$ cat config.mk
export PLATFORM = sky130hd
export DESIGN_NAME = mmss_timer_flat
export DESIGN_NICKNAME = d
export VERILOG_FILES = /design/src/rtl/mmss_timer_if.sv /design/src/rtl/mmss_timer.sv /design/src/flat_wrapper.sv
export SDC_FILE = /design/constraint.sdc
export NUM_CORES = 1
export LEC_CHECK = 0
export BUFFER_PORTS_ARGS = -buffer_cell sky130_fd_sc_hd__buf_2
export CAP_MARGIN = 10
export CORE_AREA = 2 2 96 98
export CTS_BUF_LIST = sky130_fd_sc_hd__clkbuf_8
export CTS_CLUSTER_DIAMETER = 150
export DETAILED_ROUTE_END_ITERATION = 6
export DIE_AREA = 0 0 98 100
export PLACE_DENSITY_LB_ADDON = 0.12
export SYNTH_ARGS = -nofsm -noshare
export SYNTH_HDL_FRONTEND = slang
export SYNTH_SLANG_ARGS = --single-unit
$ cat constraint.sdc
create_clock -name clk -period 3.2 [get_ports clk]
set_clock_uncertainty 0.2 [all_clocks]
set_input_delay 0.16 -clock clk [delete_from_list [all_inputs] [get_ports clk]]
set_output_delay 0.16 -clock clk [all_outputs]
set_load 0.05 [all_outputs]
$ cat src/rtl/mmss_timer_if.sv
// Control and display bundle of the minutes:seconds timer.
// The controller side (buttons/debouncers) uses master; the timer core uses slave.
interface mmss_timer_if;
  logic       pause;
  logic       clr;
  logic       dir;
  logic       adj;
  logic       sel;
  logic       lap;
  logic [6:0] minutes;
  logic [5:0] seconds;
  logic [6:0] lap_min;
  logic [5:0] lap_sec;
  logic       lap_valid;
  logic       expired;
  logic       tick_1hz;

  modport master (
    output pause, clr, dir, adj, sel, lap,
    input  minutes, seconds, lap_min, lap_sec, lap_valid, expired, tick_1hz
  );

  modport slave (
    input  pause, clr, dir, adj, sel, lap,
    output minutes, seconds, lap_min, lap_sec, lap_valid, expired, tick_1hz
  );
endinterface

$ cat src/rtl/mmss_timer.sv
// Single-clock minutes:seconds stopwatch/countdown core.
// A second prescaler and an adjust prescaler generate clock enables; all
// time, lap and flag state lives in registers updated from one next-state block.
module mmss_timer #(
  parameter int CLK_HZ  = 100_000_000,
  parameter int ADJ_HZ  = 2,
  parameter int MIN_MAX = 59
) (
  input  logic          clk,
  input  logic          rst,
  mmss_timer_if.slave   bus
);

  localparam int ADJ_P = CLK_HZ / ADJ_HZ;
  localparam int SEC_W = (CLK_HZ > 1) ? $clog2(CLK_HZ) : 1;
  localparam int ADJ_W = (ADJ_P > 1) ? $clog2(ADJ_P) : 1;
  localparam logic [SEC_W-1:0] SEC_LAST = SEC_W'(CLK_HZ - 1);
  localparam logic [ADJ_W-1:0] ADJ_LAST = ADJ_W'(ADJ_P - 1);
  localparam logic [6:0]       MIN_TOP  = 7'(MIN_MAX);

  logic [SEC_W-1:0] sec_cnt_reg, sec_cnt_next;
  logic [ADJ_W-1:0] adj_cnt_reg, adj_cnt_next;
  logic [6:0]       minutes_reg, minutes_next;
  logic [5:0]       seconds_reg, seconds_next;
  logic [6:0]       lap_min_reg, lap_min_next;
  logic [5:0]       lap_sec_reg, lap_sec_next;
  logic             lap_valid_reg, lap_valid_next;
  logic             expired_reg, expired_next;
  logic             tick_reg, tick_next;
  logic             sec_tick;
  logic             adj_step;

  // Next-state logic: prescalers, then time update with clr > adj_step > sec_tick.
  always_comb begin
    sec_cnt_next   = sec_cnt_reg;
    adj_cnt_next   = adj_cnt_reg;
    minutes_next   = minutes_reg;
    seconds_next   = seconds_reg;
    lap_min_next   = lap_min_reg;
    lap_sec_next   = lap_sec_reg;
    lap_valid_next = lap_valid_reg;
    expired_next   = expired_reg;
    tick_next      = 1'b0;

    sec_tick = (sec_cnt_reg == SEC_LAST) && !bus.pause && !bus.adj;
    adj_step = bus.adj && (adj_cnt_reg == ADJ_LAST);

    // Second prescaler freezes its phase during pause/adjust.
    if (!bus.pause && !bus.adj) begin
      sec_cnt_next = sec_tick ? '0 : sec_cnt_reg + 1'b1;
    end
    // Adjust prescaler restarts each time adjust mode is entered.
    if (!bus.adj) begin
      adj_cnt_next = '0;
    end else begin
      adj_cnt_next = adj_step ? '0 : adj_cnt_reg + 1'b1;
    end

    if (bus.clr) begin
      sec_cnt_next   = '0;
      adj_cnt_next   = '0;
      minutes_next   = '0;
      seconds_next   = '0;
      lap_min_next   = '0;
      lap_sec_next   = '0;
      lap_valid_next = 1'b0;
      expired_next   = 1'b0;
    end else begin
      // Lap samples the value registered this cycle, before any update.
      if (bus.lap) begin
        lap_min_next   = minutes_reg;
        lap_sec_next   = seconds_reg;
        lap_valid_next = 1'b1;
      end
      if (adj_step) begin
        if (bus.sel) begin
          seconds_next = (seconds_reg == 6'd59) ? 6'd0 : seconds_reg + 6'd1;
        end else begin
          minutes_next = (minutes_reg == MIN_TOP) ? 7'd0 : minutes_reg + 7'd1;
        end
        expired_next = 1'b0;
      end else if (sec_tick && !expired_reg) begin
        // A tick that only holds at a limit is not a count update: no strobe.
        if (!bus.dir) begin
          if (minutes_reg == MIN_TOP && seconds_reg == 6'd59) begin
            expired_next = 1'b1;
          end else begin
            tick_next = 1'b1;
            if (seconds_reg == 6'd59) begin
              seconds_next = 6'd0;
              minutes_next = minutes_reg + 7'd1;
            end else begin
              seconds_next = seconds_reg + 6'd1;
            end
          end
        end else begin
          if (minutes_reg == 7'd0 && seconds_reg == 6'd0) begin
            expired_next = 1'b1;
          end else begin
            tick_next = 1'b1;
            if (seconds_reg == 6'd0) begin
              seconds_next = 6'd59;
              minutes_next = minutes_reg - 7'd1;
            end else begin
              seconds_next = seconds_reg - 6'd1;
              if (minutes_reg == 7'd0 && seconds_reg == 6'd1) begin
                expired_next = 1'b1;
              end
            end
          end
        end
      end
    end
  end

  // State register; reset discards all state including prescaler phase.
  always_ff @(posedge clk or negedge rst) begin
    if (!rst) begin
      sec_cnt_reg   <= '0;
      adj_cnt_reg   <= '0;
      minutes_reg   <= '0;
      seconds_reg   <= '0;
      lap_min_reg   <= '0;
      lap_sec_reg   <= '0;
      lap_valid_reg <= 1'b0;
      expired_reg   <= 1'b0;
      tick_reg      <= 1'b0;
    end else begin
      sec_cnt_reg   <= sec_cnt_next;
      adj_cnt_reg   <= adj_cnt_next;
      minutes_reg   <= minutes_next;
      seconds_reg   <= seconds_next;
      lap_min_reg   <= lap_min_next;
      lap_sec_reg   <= lap_sec_next;
      lap_valid_reg <= lap_valid_next;
      expired_reg   <= expired_next;
      tick_reg      <= tick_next;
    end
  end

  assign bus.minutes   = minutes_reg;
  assign bus.seconds   = seconds_reg;
  assign bus.lap_min   = lap_min_reg;
  assign bus.lap_sec   = lap_sec_reg;
  assign bus.lap_valid = lap_valid_reg;
  assign bus.expired   = expired_reg;
  assign bus.tick_1hz  = tick_reg;

endmodule

$ cat src/flat_wrapper.sv
// flat-port wrapper written by rule: the top's interface ports become plain ports
module mmss_timer_flat 
#(
  parameter int CLK_HZ  = 100_000_000,
  parameter int ADJ_HZ  = 2,
  parameter int MIN_MAX = 59
)
  (clk, rst, bus_pause, bus_clr, bus_dir, bus_adj, bus_sel, bus_lap, bus_minutes, bus_seconds, bus_lap_min, bus_lap_sec, bus_lap_valid, bus_expired, bus_tick_1hz);
  mmss_timer_if bus_i ();
  input  logic clk;
  input  logic rst;
  input wire logic [$bits(bus_i.pause)-1:0] bus_pause;
  input wire logic [$bits(bus_i.clr)-1:0] bus_clr;
  input wire logic [$bits(bus_i.dir)-1:0] bus_dir;
  input wire logic [$bits(bus_i.adj)-1:0] bus_adj;
  input wire logic [$bits(bus_i.sel)-1:0] bus_sel;
  input wire logic [$bits(bus_i.lap)-1:0] bus_lap;
  output wire logic [$bits(bus_i.minutes)-1:0] bus_minutes;
  output wire logic [$bits(bus_i.seconds)-1:0] bus_seconds;
  output wire logic [$bits(bus_i.lap_min)-1:0] bus_lap_min;
  output wire logic [$bits(bus_i.lap_sec)-1:0] bus_lap_sec;
  output wire logic [$bits(bus_i.lap_valid)-1:0] bus_lap_valid;
  output wire logic [$bits(bus_i.expired)-1:0] bus_expired;
  output wire logic [$bits(bus_i.tick_1hz)-1:0] bus_tick_1hz;
  assign bus_i.pause = bus_pause;
  assign bus_i.clr = bus_clr;
  assign bus_i.dir = bus_dir;
  assign bus_i.adj = bus_adj;
  assign bus_i.sel = bus_sel;
  assign bus_i.lap = bus_lap;
  assign bus_minutes = bus_i.minutes;
  assign bus_seconds = bus_i.seconds;
  assign bus_lap_min = bus_i.lap_min;
  assign bus_lap_sec = bus_i.lap_sec;
  assign bus_lap_valid = bus_i.lap_valid;
  assign bus_expired = bus_i.expired;
  assign bus_tick_1hz = bus_i.tick_1hz;
  mmss_timer #(.CLK_HZ(CLK_HZ), .ADJ_HZ(ADJ_HZ), .MIN_MAX(MIN_MAX)) u_core (.clk(clk), .rst(rst), .bus(bus_i));
endmodule
# Word level (Yosys, flattened, before mapping)
# Cells that the tools add are included.
dict set report word_totals {
  register_bits 82
  in_bits 8
  out_inout_bits 29
  elab_cells 93
}
dict set report op_classes {
  addsub 6
  eq_ne 12
  muxes 45
  n_reduce_logical 21
}
# operator count
set op_table {}
lappend op_table {{$mux W7} 12}
lappend op_table {{$mux W27} 3}
lappend op_table {{$mux W26} 3}
lappend op_table {{$mux W6} 11}
lappend op_table {{$add A27 B1 Y27 const B} 1}
lappend op_table {{$eq A27 B27 Y1 const B} 1}
lappend op_table {{$add A26 B1 Y26 const B} 1}
lappend op_table {{$eq A26 B26 Y1 const B} 1}
lappend op_table {{$mux W1} 16}
lappend op_table {{$logic_and A1 B1 Y1} 8}
lappend op_table {{$ne A4 B3 Y1 const B} 2}
lappend op_table {{$reduce_and A4 Y1} 2}
lappend op_table {{$reduce_bool A4 Y1} 2}
lappend op_table {{$add A7 B1 Y7 const B} 1}
lappend op_table {{$eq A7 B6 Y1 const B} 1}
lappend op_table {{$logic_not A7 Y1} 1}
lappend op_table {{$sub A7 B1 Y7 const B} 1}
lappend op_table {{$add A6 B1 Y6 const B} 1}
lappend op_table {{$eq A6 B1 Y1 const B} 1}
lappend op_table {{$eq A6 B6 Y1 const B} 1}
lappend op_table {{$logic_not A6 Y1} 1}
lappend op_table {{$ne A3 B3 Y1 const B} 2}
lappend op_table {{$reduce_and A6 Y1} 1}
lappend op_table {{$sub A6 B1 Y6 const B} 1}
lappend op_table {{6 further kinds} 9}

# Depth between registers and ports, before layout
# Gate-level depths: netlist (run 1).
dict set report depth {
  ltp_word 9
  mapped_depth 9
  mapped_depth_nobuf 8
}

# Worst setup path after synthesis (run 1)
# No wires, ideal clock.
dict set report synth_path {
  kind {register -> register}
  startpoint {register u_core.seconds_reg[0], in the netlist u_core.bus.seconds[0]}
  endpoint {register u_core.minutes_reg[2], in the netlist u_core.bus.minutes[2]}
  arrival_ps 2573
  required_ps 2875
  setup_slack_ps 303
  stages_incl_launch_ff 9
  path_buffers 1
  cell_sequence {dfrtp_1 ha_1 nand4_1 or3_1 o21ai_0 or4b_1 buf_2 nand2_1 mux2_2}
}
dict set report synth_between {
  elab_chain_cells 4
}
# item line_no
set synth_lines {}
lappend synth_lines {{start: declaration} mmss_timer.sv:24} ;# logic [5:0] seconds_reg, seconds_next;
lappend synth_lines {{start signal: assignment} mmss_timer.sv:132} ;# seconds_reg <= seconds_next;
lappend synth_lines {{$eq A6 B6 Y1 / $logic_not A6 Y1 (equally long branches)} n/a}
lappend synth_lines {{$logic_and A1 B1 Y1, on equally long branches} {mmss_timer.sv:85, mmss_timer.sv:97}}
lappend synth_lines {{$ne A4 B3 Y1 (no source line)} n/a}
lappend synth_lines {{$reduce_and A6 Y1 (no source line) *} n/a}
lappend synth_lines {{end signal: assignment} mmss_timer.sv:131} ;# minutes_reg <= minutes_next;
lappend synth_lines {{end: declaration} mmss_timer.sv:23} ;# logic [6:0] minutes_reg, minutes_next;
# Mark *: on every way between the ends. The rest lies on a longest branch, timed or not.
# A chain may end at the register's enable or synchronous reset.

# Worst setup path after layout (run 1)
# Ends and elaborated chain as after synthesis.

==> results of run 1 <==
## worst min-delay path by stage
stage / start / end / slack (ns) / cells past startpoint
2_1_floorplan: rst / u_core.adj_cnt_reg[0]$_DFF_PN0_ / -0.34 / 0
3_3_place_gp: rst / u_core.bus.lap_sec[2]$_DFFE_PN0P_ / 0.20 / 1
3_5_place_dp: rst / u_core.bus.lap_sec[2]$_DFFE_PN0P_ / 0.21 / 1
4_1_cts: bus_lap / u_core.bus.lap_valid$_DFFE_PN0P_ / 0.06 / 3
5_1_grt: bus_clr / u_core.sec_cnt_reg[25]$_DFFE_PN0P_ / 0.1 / 4
6_report: bus_lap / u_core.bus.lap_valid$_DFFE_PN0P_ / 0.08 / 3
## where the power goes
part	internal (mW)	switching, mW	leakage, nW
Sequential	1.09	0.0988	1.13
Combinational	0.184	0.406	0.980
Clock	0.438	0.391	0.105
Total	1.71	0.895	2.21
## routing by layer
layer / global-route usage [%] / routed length, um
met1: 31.49 / 5057
met2: 35.88 / 4888
met3: 4.109 / 379
met4: 5.342 / 68
met5: 0 / 0
## worst max-delay path: cells and delay by family (launching register included)
kind	cells	cell delay, ns
AND/OR/NAND/NOR	4	1.36
flip-flops	1	0.46
multiplexers	1	0.34
adder cells (fa/ha/maj)	1	0.24
AO/OA/AOI/OAI	1	0.13
## cell families after synthesis
logic type | count (synthesis) | share of synthesized area [%]
buffers and inverters | 47 | 4.267
flip-flops | 82 | 43.73
adder cells (fa/ha/maj) | 9 | 2.400
AO/OA/AOI/OAI | 85 | 12.16
XOR/XNOR | 43 | 8.027
multiplexers | 19 | 4.133
AND/OR/NAND/NOR | 228 | 25.28
## layout by cell type (no fill, tap or decap), types with 3 or more instances in the layout
master,count
sky130_fd_sc_hd__nor2_1,83
sky130_fd_sc_hd__dfrtp_1,82
sky130_fd_sc_hd__nand2_1,38
sky130_fd_sc_hd__buf_2,35
sky130_fd_sc_hd__xnor2_1,29
sky130_fd_sc_hd__nand3_1,24
sky130_fd_sc_hd__inv_1,20
sky130_fd_sc_hd__a21oi_1,17
sky130_fd_sc_hd__o21ai_0,17
sky130_fd_sc_hd__nand4_1,16
sky130_fd_sc_hd__mux2i_1,16
sky130_fd_sc_hd__xor2_1,14
sky130_fd_sc_hd__a31oi_1,9
sky130_fd_sc_hd__or3_1,9
sky130_fd_sc_hd__ha_1,9
sky130_fd_sc_hd__clkbuf_8,9
sky130_fd_sc_hd__buf_4,9
sky130_fd_sc_hd__and4_1,8
sky130_fd_sc_hd__nor3_1,7
sky130_fd_sc_hd__nor4_1,7
sky130_fd_sc_hd__and2_1,6
sky130_fd_sc_hd__and3_1,6
sky130_fd_sc_hd__o31ai_1,5
sky130_fd_sc_hd__a22o_1,5
sky130_fd_sc_hd__nor4b_1,5
sky130_fd_sc_hd__o21a_1,4
sky130_fd_sc_hd__a211o_1,3
sky130_fd_sc_hd__a211oi_1,3
sky130_fd_sc_hd__nand2b_1,3
sky130_fd_sc_hd__or4b_1,3
sky130_fd_sc_hd__mux2_2,3
## through the flow
| stage | power, mW | instances | instance area (um2) | hold WS (ns) | setup slack, ns |
|---|---|---|---|---|---|
| floorplan | 1.640 | 513 | 4692 | -0.3356 | 0.3027 |
| global placement | 1.783 | 641 | 4949 | 0.1981 | 0.4518 |
| detailed placement | 1.792 | 641 | 4949 | 0.2099 | 0.3970 |
| CTS | 2.628 | 659 | 5186 | 0.06294 | 0.3645 |
| global route | 2.725 | 659 | 5186 | 0.09939 | 0.2308 |
| finish | 2.605 | 659 | 5186 | 0.07507 | 0.3513 |
## what timing repair did
| action | 4_1_cts | 5_1_grt |
|---|---|---|
| endpoints found under the hold margin | 83 | 0 |
| gates resized for setup | 0 | 0 |
| hold buffers | 2 | 0 |
## cell type report
class,instances,area (um2),area share (%)
repair buffers,46,262.8,5.066
clock inverters,7,93.84,1.809
well taps,111,138.9,2.678
multi-input cells,384,2440,47.04
clock buffers,9,123.9,2.388
flip-flops and latches,82,2052,39.57
inverters,20,75.07,1.448
==> metrics.log, run 1 <==
[metrics] synthesized area divided by synthesized cell count: 9.146 um2
[metrics] fraction of registers with async set/reset: 100.0%
[metrics] Max H-tree Level: 3
[metrics] highest cell delay on the worst timing path: 0.61 ns
[metrics] Final Net Count: 560
[metrics] number of top-level pins: 37
[metrics] biggest area consumer among synthesized cells: sky130_fd_sc_hd__dfrtp_1
[metrics] buffers added on ports: 36
[metrics] wirelength, routed: 10390 um
[metrics] Min-Delay Path Class: in -> reg
[metrics] source-to-sink clock delay at the later pin of the worst-skew pair: 0.35 ns
[metrics] kind of launch point of the worst setup path: flip-flop
[metrics] buffer cell driving the clock tree root: sky130_fd_sc_hd__clkbuf_8
[metrics] highest net fanout along the worst path: 8
[metrics] portion of synthesized cell area occupied by the leading cell type: 43.73%
[metrics] main flop type after synthesis: sky130_fd_sc_hd__dfrtp_1
[metrics] number of DRC markers after the initial detailed-route iteration: 188
[metrics] number of antenna violations at the first check in global routing: 0
[metrics] data required time at the worst endpoint: 3.23 ns
[metrics] R2R setup slack: 0.35 ns
[metrics] capturing element of the worst setup path: u_core.bus.minutes[2]$_DFFE_PN0P_
[metrics] number of flip-flops in the largest register: 27
[metrics] tightest slew margin relative to the limit: 31.35%
[metrics] clock slew seen by the registers of the worst setup and hold paths: 0.09 ns
[metrics] initial standard-cell utilization of the core: 52.78%
[metrics] CTS tree: done
[metrics] final estimated routing congestion in global placement: 0.8622
[metrics] category of the critical setup timing path: reg -> reg
[metrics] Synthesized Nets: 530
[metrics] final period utilization: 89.02%
[metrics] Setup crit end kind: flip-flop
[metrics] final routed DRC violation total: 0
[metrics] TritonCTS Buffers: 9
[metrics] all-layer global routing usage: 22.27%
[metrics] die width: 98 um
[metrics] area of the core: 0.008890 mm2
[metrics] most frequent cells after synthesis: sky130_fd_sc_hd__nor2_1 (83), sky130_fd_sc_hd__dfrtp_1 (82), sky130_fd_sc_hd__nand2_1 (38), sky130_fd_sc_hd__xnor2_1 (29), sky130_fd_sc_hd__nand3_1 (24)
[metrics] detailed-route via count: 3856
[metrics] share of layout cells above drive strength 1: 13.14%
[metrics] portion of the post-synthesis area used by sequential elements: 43.73%
[metrics] actual transition at the worst max-transition pin: 1.030 ns
[metrics] final sum of negative setup slack: 0 ns
[metrics] postcts setup bufs: 0
[metrics] most frequent cell after synthesis: sky130_fd_sc_hd__nor2_1
[metrics] peak supply drop: 0.0003096 V
[metrics] Yosys warning count: 0
[metrics] Max Cap Viol: 0
[metrics] via count of the first global-routing pass: 3759
[metrics] P per Cell Area: 502.2 mW/mm2
[metrics] Area growth syn-to-layout: 10.53%
[metrics] fin util: 58.34%
[metrics] EDFF count, synth: 0
[metrics] Pins Over Slew Limit: 0
[metrics] Cell Area, Synth: 0.004692 mm2
[metrics] flip-flop and latch count after synthesis: 82
[metrics] slowest stage cell on the critical path: sky130_fd_sc_hd__or4b_1
[metrics] Die Footprint: 0.009800 mm2
[metrics] crit path cell chain: ha_1 > nand4_1 > or3_1 > o21ai_0 > or4b_1 > nand2_1 > mux2_2
[metrics] global-route wire length before repair: 18010 um
[metrics] largest net degree at the start of global routing: 83
[metrics] Antenna Violating Nets Remaining: 0
[metrics] reg-to-reg endpoint: u_core.bus.minutes[2]$_DFFE_PN0P_
[metrics] count of clock tree sinks: 82
[metrics] Initial DRT Pass Iterations: 5
[metrics] Die Y: 100 um
[metrics] setup repair after global routing missed its margin: false
[metrics] worst path arrival time: 2.88 ns
[metrics] gr ovfl total: 0
[metrics] number of cells on the worst reg-to-reg path: 7
[metrics] beginning of the worst register-to-register path: u_core.bus.seconds[0]$_DFFE_PN0P_
[metrics] first element of the critical path: u_core.bus.seconds[0]$_DFFE_PN0P_
[metrics] detailed placer's ending HPWL: 7111 um
[metrics] maximum clock frequency: 351.0 MHz
[metrics] antenna cell count: 0
[metrics] Vias/cell: 5.851
[metrics] time the final worst path needs with I/O delays and setup: 2.849 ns
[metrics] maximum root-to-sink buffer count: 2
[metrics] filler cell count in the final layout: 788
[metrics] total leakage power: 2.215 nW
[metrics] final setup vio count: 0
[metrics] number of different library cells in the post-synthesis netlist: 60
[metrics] outcome: completed
[metrics] top cells by area in the synthesized netlist: sky130_fd_sc_hd__dfrtp_1 (44%), sky130_fd_sc_hd__nor2_1 (6.6%), sky130_fd_sc_hd__xnor2_1 (5.4%), sky130_fd_sc_hd__mux2i_1 (3.4%), sky130_fd_sc_hd__nand2_1 (3.0%)
[metrics] number of endpoints with negative hold slack in the final report: 0
[metrics] detail-routed net length per standard cell: 15.77 um
[metrics] post-synthesis cell count: 513
[metrics] std cell rows: 35
Power figures use the tool's default switching activity.
==> inputs of run 2 (changes only) <==
==> constraint.sdc (replaced) <==
create_clock -name clk -period 3.2 [get_ports clk]
set_clock_uncertainty 0.2 [all_clocks]
set_input_delay 0.8 -clock clk [delete_from_list [all_inputs] [get_ports clk]]
set_output_delay 0.8 -clock clk [all_outputs]
set_load 0.005 [all_outputs]
==> run 2 against run 1 <==
Sequential share of layout area increased by 0.13 points. Worst hold slack improved by 0.12 ns. Non-clock buffer count is 2 higher. Final area is 0.34% lower. Routed wire length fell by 0.58%. First-iteration DRC count is 4.8% higher. Register-to-register slack got worse by 0.07 ns. Largest cell class unchanged.
==> metrics.log, run 2 (synthesized netlist as in run 1, its figures left out) <==
[metrics] outcome: completed
[metrics] Hold Worst Slack: 0.1949 ns (+0.1199 ns)
[metrics] filler cell count in the final layout: 803 (+1.9%)
[metrics] tightest slew margin relative to the limit: 52.58% (+21 points)
[metrics] buffer cell driving the clock tree root: sky130_fd_sc_hd__clkbuf_8
[metrics] share of layout cells above drive strength 1: 13.82% (+0.68 points)
[metrics] Pins Over Slew Limit: 0 (unchanged)
[metrics] all-layer global routing usage: 21.96% (-0.31 points)
[metrics] largest delay contributor family on the critical path: simple AND/OR/NAND/NOR gates
[metrics] final routed DRC violation total: 0 (unchanged)
[metrics] slowest stage cell on the critical path: sky130_fd_sc_hd__or4b_1
[metrics] number of endpoints with negative hold slack in the final report: 0 (unchanged)
[metrics] initial standard-cell utilization of the core: 52.78% (unchanged)
[metrics] highest cell delay on the worst timing path: 0.60 ns (about the same)
[metrics] gr ovfl total: 0 (unchanged)
[metrics] detail-routed net length per standard cell: 15.63 um (-0.88%)
[metrics] maximum root-to-sink buffer count: 2 (unchanged)
[metrics] Die Footprint: 0.009800 mm2 (unchanged)
[metrics] number of top-level pins: 37 (unchanged)
[metrics] Die Y: 100 um (unchanged)
[metrics] worst slack at placement: 0.09330 ns (-0.3037 ns)
[metrics] Min-Delay Path Class: in -> async
[metrics] final sum of negative setup slack: 0 ns (unchanged)
[metrics] antenna cell count: 0 (unchanged)
[metrics] Final Net Count: 562 (+0.36%)
[metrics] Max H-tree Level: 3 (unchanged)
[metrics] setup repair after global routing missed its margin: false
[metrics] Worst Path Buf+Inv: 0 (unchanged)
[metrics] Antenna Violating Nets Remaining: 0 (unchanged)
[metrics] std cell rows: 35 (unchanged)
[metrics] total leakage power: 2.208 nW (-0.30%)
[metrics] global-route wire length before repair: 17850 um (-0.88%)
[metrics] most common cell after layout, fill and taps aside: sky130_fd_sc_hd__nor2_1
[metrics] peak supply drop: 0.0002670 V (-14%)
[metrics] Max Cap Viol: 0 (unchanged)
[metrics] post-cts repair resize count: 0 (unchanged)
[metrics] die width: 98 um (unchanged)
[metrics] buffers added on ports: 36 (unchanged)
[metrics] highest net fanout along the worst path: 8 (unchanged)
[metrics] most frequent cells in the layout: sky130_fd_sc_hd__nor2_1 (83), sky130_fd_sc_hd__dfrtp_1 (82), sky130_fd_sc_hd__nand2_1 (38), sky130_fd_sc_hd__buf_2 (35), sky130_fd_sc_hd__xnor2_1 (29)
[metrics] crit path cell chain: ha_1 > nand4_1 > or3_1 > o21ai_0 > or4b_1 > nand2_1 > mux2_2
[metrics] number of DRC markers after the initial detailed-route iteration: 197 (+4.8%)
[metrics] number of hold-repair buffers added at the cts stage: 0 (-2)
[metrics] number of flip-flops in the largest register: 27 (unchanged)
[metrics] via count of the first global-routing pass: 3727 (-0.85%)
[metrics] area of the core: 0.008890 mm2 (unchanged)
[metrics] largest net degree at the start of global routing: 46 (-45%)
[metrics] final period utilization: 91.31% (+2.3 points)
[metrics] least setup slack across all paths after layout: 0.2780 ns (-0.07335 ns)
[metrics] time the final worst path needs with I/O delays and setup: 2.922 ns (+0.07335 ns)
[metrics] final estimated routing congestion in global placement: 0.8307 (-3.7%)
[metrics] Initial DRT Pass Iterations: 5 (unchanged)
[metrics] data required time at the worst endpoint: 3.24 ns (about the same)
[metrics] actual transition at the worst max-transition pin: 0.7048 ns (-0.3250 ns)
[metrics] kind of launch point of the worst setup path: flip-flop
[metrics] maximum clock frequency: 342.2 MHz (-2.5%)
[metrics] category of the critical setup timing path: reg -> reg
[metrics] P per Cell Area: 444.9 mW/mm2 (-11%)
[metrics] Area growth syn-to-layout: 10.16%
[metrics] source-to-sink clock delay at the later pin of the worst-skew pair: 0.36 ns (about the same)
[metrics] TritonCTS Buffers: 9 (unchanged)
[metrics] final setup vio count: 0 (unchanged)
[metrics] worst path arrival time: 2.96 ns (+0.08 ns)
[metrics] Vias/cell: 5.825 (-0.46%)
[metrics] number of antenna violations at the first check in global routing: 0 (unchanged)
[metrics] Setup crit end kind: flip-flop
[metrics] wirelength, routed: 10330 um (-0.58%)
[metrics] clock slew seen by the registers of the worst setup and hold paths: 0.09 ns (about the same)
[metrics] postcts setup bufs: 0 (unchanged)
[metrics] detailed-route via count: 3850 (-0.16%)
[metrics] CTS tree: done
[metrics] detailed placer's ending HPWL: 7365 um (+3.6%)
[metrics] count of clock tree sinks: 82 (unchanged)
## run 2: cell count changes in the layout (fill, tap and decap cells not counted)
cell,delta
sky130_fd_sc_hd__buf_12,+1
sky130_fd_sc_hd__buf_4,+3
sky130_fd_sc_hd__bufinv_16,-2
sky130_fd_sc_hd__clkinv_2,-1
sky130_fd_sc_hd__clkinvlp_4,+1
sky130_fd_sc_hd__dlygate4sd3_1,-2
sky130_fd_sc_hd__inv_6,+2
## run 2: report_power, final
group	internal (mW)	leakage (nW)	total, mW	switching (mW)
Clock	0.287	0.0822	0.699	0.412
Combinational	0.181	0.997	0.404	0.223
Sequential	1.09	1.13	1.20	0.110
## run 2: worst paths after layout
check / depth (start not counted) / slack, ns / end / from
worst min register to register: 1 / 0.28 / u_core.sec_cnt_reg[23]$_DFFE_PN0P_ / u_core.sec_cnt_reg[23]$_DFFE_PN0P_
worst min-delay path: 1 / 0.19 / u_core.bus.lap_sec[3]$_DFFE_PN0P_ / rst
min in group clk: 1 / 0.28 / u_core.sec_cnt_reg[23]$_DFFE_PN0P_ / u_core.sec_cnt_reg[23]$_DFFE_PN0P_
worst max register to register: 7 / 0.28 / u_core.bus.minutes[3]$_DFFE_PN0P_ / u_core.bus.seconds[0]$_DFFE_PN0P_
worst max-delay path: 7 / 0.28 / u_core.bus.minutes[3]$_DFFE_PN0P_ / u_core.bus.seconds[0]$_DFFE_PN0P_
max in group asynchronous: 2 / 1.97 / u_core.sec_cnt_reg[13]$_DFFE_PN0P_ / rst
## run 2: cell type report
type | instances | area, um2 | share of cell area (%)
clock buffers | 9 | 123.9 | 2.397
clock inverters | 7 | 53.80 | 1.041
inverters | 20 | 75.07 | 1.452
multi-input cells | 384 | 2440 | 47.20
flip-flops and latches | 82 | 2052 | 39.70
well taps | 111 | 138.9 | 2.687
repair buffers | 48 | 285.3 | 5.519
## run 2: worst reg2reg max path, cell delays in order, from the launching register on
cell and delay (ns):
sky130_fd_sc_hd__dfrtp_1 0.51, sky130_fd_sc_hd__ha_1 0.26, sky130_fd_sc_hd__nand4_1 0.16, sky130_fd_sc_hd__or3_1 0.42
sky130_fd_sc_hd__o21ai_0 0.13, sky130_fd_sc_hd__or4b_1 0.60, sky130_fd_sc_hd__nand2_1 0.19, sky130_fd_sc_hd__mux2_2 0.34
## run 2: metrics by stage
| step | instance area (um2) | std cells | power [mW] | util (%) |
|---|---|---|---|---|
| final | 5169 | 661 | 2.300 | 58.14 |
| after global routing | 5169 | 661 | 2.409 | 58.14 |
| after CTS | 5169 | 661 | 2.311 | 58.14 |
| after detailed placement | 4991 | 645 | 1.618 | 56.14 |
| after global placement | 4991 | 645 | 1.612 | 56.14 |
| after floorplan | 4692 | 513 | 1.472 | - |
## run 2: routing by layer
metal  GRT usage [%]  part of all wire, %
met4           6.944                  1.3
met3           2.994                  2.9
met5               0                    0
met1           31.84                   51
met2           34.46                   45
==> inputs of run 3 (changes only) <==
--- a/config.mk
+++ b/config.mk
@@ -7,11 +7,11 @@
 export LEC_CHECK = 0
 export BUFFER_PORTS_ARGS = -buffer_cell sky130_fd_sc_hd__buf_2
 export CAP_MARGIN = 10
-export CORE_AREA = 2 2 96 98
+export CORE_AREA = 3 3 97 99
 export CTS_BUF_LIST = sky130_fd_sc_hd__clkbuf_8
 export CTS_CLUSTER_DIAMETER = 150
 export DETAILED_ROUTE_END_ITERATION = 6
-export DIE_AREA = 0 0 98 100
+export DIE_AREA = 0 0 100 102
 export PLACE_DENSITY_LB_ADDON = 0.12
 export SYNTH_ARGS = -nofsm -noshare
 export SYNTH_HDL_FRONTEND = slang
==> run 3 against run 2 <==
Sequential power about the same. Clock-buffer cell count is the same. Via count grew 1.4%. Cell count stayed put. Die area increased by 4.1%. First-iteration DRC count decreased by 21%. Worst hold slack better by 0.021 ns. Utilization is 2.7 points higher. Sequential share of layout area shrank 0.62 points. Fmax is 3.1% higher. Combinational power is 2% higher. Clock power up 29%. Critical endpoint is now u_core.bus.minutes[2]$_DFFE_PN0P_.
==> metrics.log, run 3 (synthesized netlist as in run 1, its figures left out) <==
[metrics] area of the multi-input gates: 0.002440 mm2 (unchanged)
[metrics] CTS tree: done
[metrics] Die Footprint: 0.01020 mm2 (+4.1%)
[metrics] final sum of negative setup slack: 0 ns (unchanged)
[metrics] most common cell after layout, fill and taps aside: sky130_fd_sc_hd__nor2_1
[metrics] initial standard-cell utilization of the core: 54.33% (+1.6 points)
[metrics] number of endpoints with negative hold slack in the final report: 0 (unchanged)
[metrics] total leakage power: 2.263 nW (+2.5%)
[metrics] Initial DRT Pass Iterations: 5 (unchanged)
[metrics] global-route wire length before repair: 18230 um (+2.1%)
[metrics] area of the core: 0.008636 mm2 (-2.9%)
[metrics] final routed DRC violation total: 0 (unchanged)
[metrics] post-cts repair resize count: 0 (unchanged)
[metrics] number of DRC markers after the initial detailed-route iteration: 155 (-21%)
[metrics] highest cell delay on the worst timing path: 0.60 ns (about the same)
[metrics] Min-Delay Path Class: in -> async
[metrics] setup repair after global routing missed its margin: false
[metrics] final period utilization: 88.56% (-2.8 points)
[metrics] most frequent cells in the layout: sky130_fd_sc_hd__nor2_1 (83), sky130_fd_sc_hd__dfrtp_1 (82), sky130_fd_sc_hd__nand2_1 (38), sky130_fd_sc_hd__buf_2 (35), sky130_fd_sc_hd__xnor2_1 (29)
[metrics] number of flip-flops in the largest register: 27 (unchanged)
[metrics] R2R setup slack: 0.37 ns (+0.09 ns)
[metrics] wirelength, routed: 10450 um (+1.2%)
[metrics] worst slack at placement: 0.09578 ns (+0.002478 ns)
[metrics] number of non-filler instances in the completed layout: 661 (unchanged)
[metrics] outcome: completed
[metrics] least setup slack across all paths after layout: 0.3660 ns (+0.08801 ns)
[metrics] actual transition at the worst max-transition pin: 0.6948 ns (-0.01001 ns)
[metrics] beginning of the worst register-to-register path: u_core.bus.seconds[1]$_DFFE_PN0P_
[metrics] highest net fanout along the worst path: 7 (-1)
[metrics] Max H-tree Level: 3 (unchanged)
[metrics] largest net degree at the start of global routing: 43 (-6.5%)
[metrics] buffer cell driving the clock tree root: sky130_fd_sc_hd__clkbuf_8
[metrics] time the final worst path needs with I/O delays and setup: 2.834 ns (-0.08801 ns)
[metrics] postcts setup bufs: 0 (unchanged)
[metrics] Sequential cell area: 0.002052 mm2 (unchanged)
[metrics] crit path cell chain: ha_1 > nand4_1 > or3_1 > o21ai_0 > or4b_1 > nand2_1 > mux2_2
[metrics] share of layout cells above drive strength 1: 14.29% (+0.47 points)
[metrics] clock slew seen by the registers of the worst setup and hold paths: 0.09 ns (about the same)
[metrics] number of cells on the worst reg-to-reg path: 7 (unchanged)
[metrics] P per Cell Area: 477.2 mW/mm2 (+7.3%)
[metrics] peak supply drop: 0.0002882 V (+7.9%)
[metrics] worst path arrival time: 2.88 ns (-0.08 ns)
[metrics] Max Cap Viol: 0 (unchanged)
[metrics] count of clock tree sinks: 82 (unchanged)
[metrics] reg-to-reg endpoint: u_core.bus.minutes[2]$_DFFE_PN0P_
[metrics] std cell rows: 34 (-2.9%)
[metrics] die width: 100 um (+2.0%)
[metrics] maximum clock frequency: 352.9 MHz (+3.1%)
[metrics] detailed-route via count: 3904 (+1.4%)
[metrics] Setup crit end kind: flip-flop
[metrics] number of cells in the design after placement: 645 (unchanged)
[metrics] tightest slew margin relative to the limit: 53.26% (+0.67 points)
[metrics] number of hold-repair buffers added at the cts stage: 0 (unchanged)
[metrics] maximum root-to-sink buffer count: 2 (unchanged)
[metrics] TritonCTS Buffers: 9 (unchanged)
[metrics] Area growth syn-to-layout: 11.92%
[metrics] largest delay contributor family on the critical path: simple AND/OR/NAND/NOR gates
[metrics] number of top-level pins: 37 (unchanged)
[metrics] Worst Path Buf+Inv: 0 (unchanged)
[metrics] antenna cell count: 0 (unchanged)
[metrics] kind of launch point of the worst setup path: flip-flop
[metrics] detailed placer's ending HPWL: 7348 um (-0.23%)
[metrics] Final Net Count: 565 (+0.53%)
[metrics] all-layer global routing usage: 22.12% (+0.16 points)
[metrics] Pins Over Slew Limit: 0 (unchanged)
[metrics] Antenna Violating Nets Remaining: 0 (unchanged)
[metrics] via count of the first global-routing pass: 3823 (+2.6%)
[metrics] number of antenna violations at the first check in global routing: 0 (unchanged)
[metrics] slowest stage cell on the critical path: sky130_fd_sc_hd__or4b_1
[metrics] filler cell count in the final layout: 752 (-6.4%)
[metrics] final estimated routing congestion in global placement: 0.8506 (+2.4%)
[metrics] detail-routed net length per standard cell: 15.81 um (+1.2%)
[metrics] category of the critical setup timing path: reg -> reg
[metrics] data required time at the worst endpoint: 3.25 ns (about the same)
[metrics] buffers added on ports: 36 (unchanged)
[metrics] source-to-sink clock delay at the later pin of the worst-skew pair: 0.36 ns (about the same)
[metrics] final setup vio count: 0 (unchanged)
[metrics] Vias/cell: 5.906 (+1.4%)
[metrics] gr ovfl total: 0 (unchanged)
[metrics] Die Y: 102 um (+2.0%)
-- run 3: stage by stage --
step                area, um2  hold slack, ns  utilization (%)  total power [mW]
floorplan                4692          0.2384                -             1.472
global placement         5010          0.2610            58.01             1.617
detailed placement       5010          0.2708            58.01             1.624
CTS                      5251          0.2385            60.81             2.525
global route             5251          0.2598            60.81             2.640
finish                   5251          0.2161            60.81             2.506
-- run 3: worst register-to-register path, delay by kind of cell (launching register included) --
kind,cells,cell delay [ns]
muxes,1,0.35
adders and majority gates,1,0.26
and+or+nand+nor,4,1.34
DFF,1,0.46
AOI/OAI and AO/OA,1,0.13
-- run 3: layout make-up --
type,instances,share of cell area [%]
Clock inverter,7,2.240
Multi-Input combinational cell,384,46.46
Clock buffer,9,2.359
Inverter,20,1.430
Sequential cell,82,39.08
Tap cell,108,2.573
Timing Repair Buffer,51,5.861
-- run 3: worst max-delay path by stage --
| stage | cells past startpoint | endpoint | start | slack (ns) |
|---|---|---|---|---|
| 3_3_place_gp | 7 | u_core.bus.minutes[2]$_DFFE_PN0P_ | bus_adj | 0.14 |
| 5_1_grt | 7 | u_core.bus.minutes[2]$_DFFE_PN0P_ | u_core.bus.seconds[1]$_DFFE_PN0P_ | 0.19 |
| 4_1_cts | 7 | u_core.bus.minutes[2]$_DFFE_PN0P_ | u_core.bus.seconds[1]$_DFFE_PN0P_ | 0.39 |
| 3_5_place_dp | 7 | u_core.bus.minutes[3]$_DFFE_PN0P_ | bus_adj | 0.1 |
| 2_1_floorplan | 7 | u_core.bus.minutes[2]$_DFFE_PN0P_ | bus_adj | 0.42 |
| 6_report | 7 | u_core.bus.minutes[2]$_DFFE_PN0P_ | u_core.bus.seconds[1]$_DFFE_PN0P_ | 0.37 |
-- run 3: power by group --
part / switching [mW] / internal (mW)
Sequential: 0.104 / 1.09
Combinational: 0.231 / 0.184
Clock: 0.383 / 0.518
-- run 3: layer usage --
metal,global-route usage (%),wire [um],up-vias
met1,31.26,4901,1890
met2,34.84,4921,99
li1,-,-,1897
met5,0,0,-
met3,3.686,462,18
met4,7.461,167,0
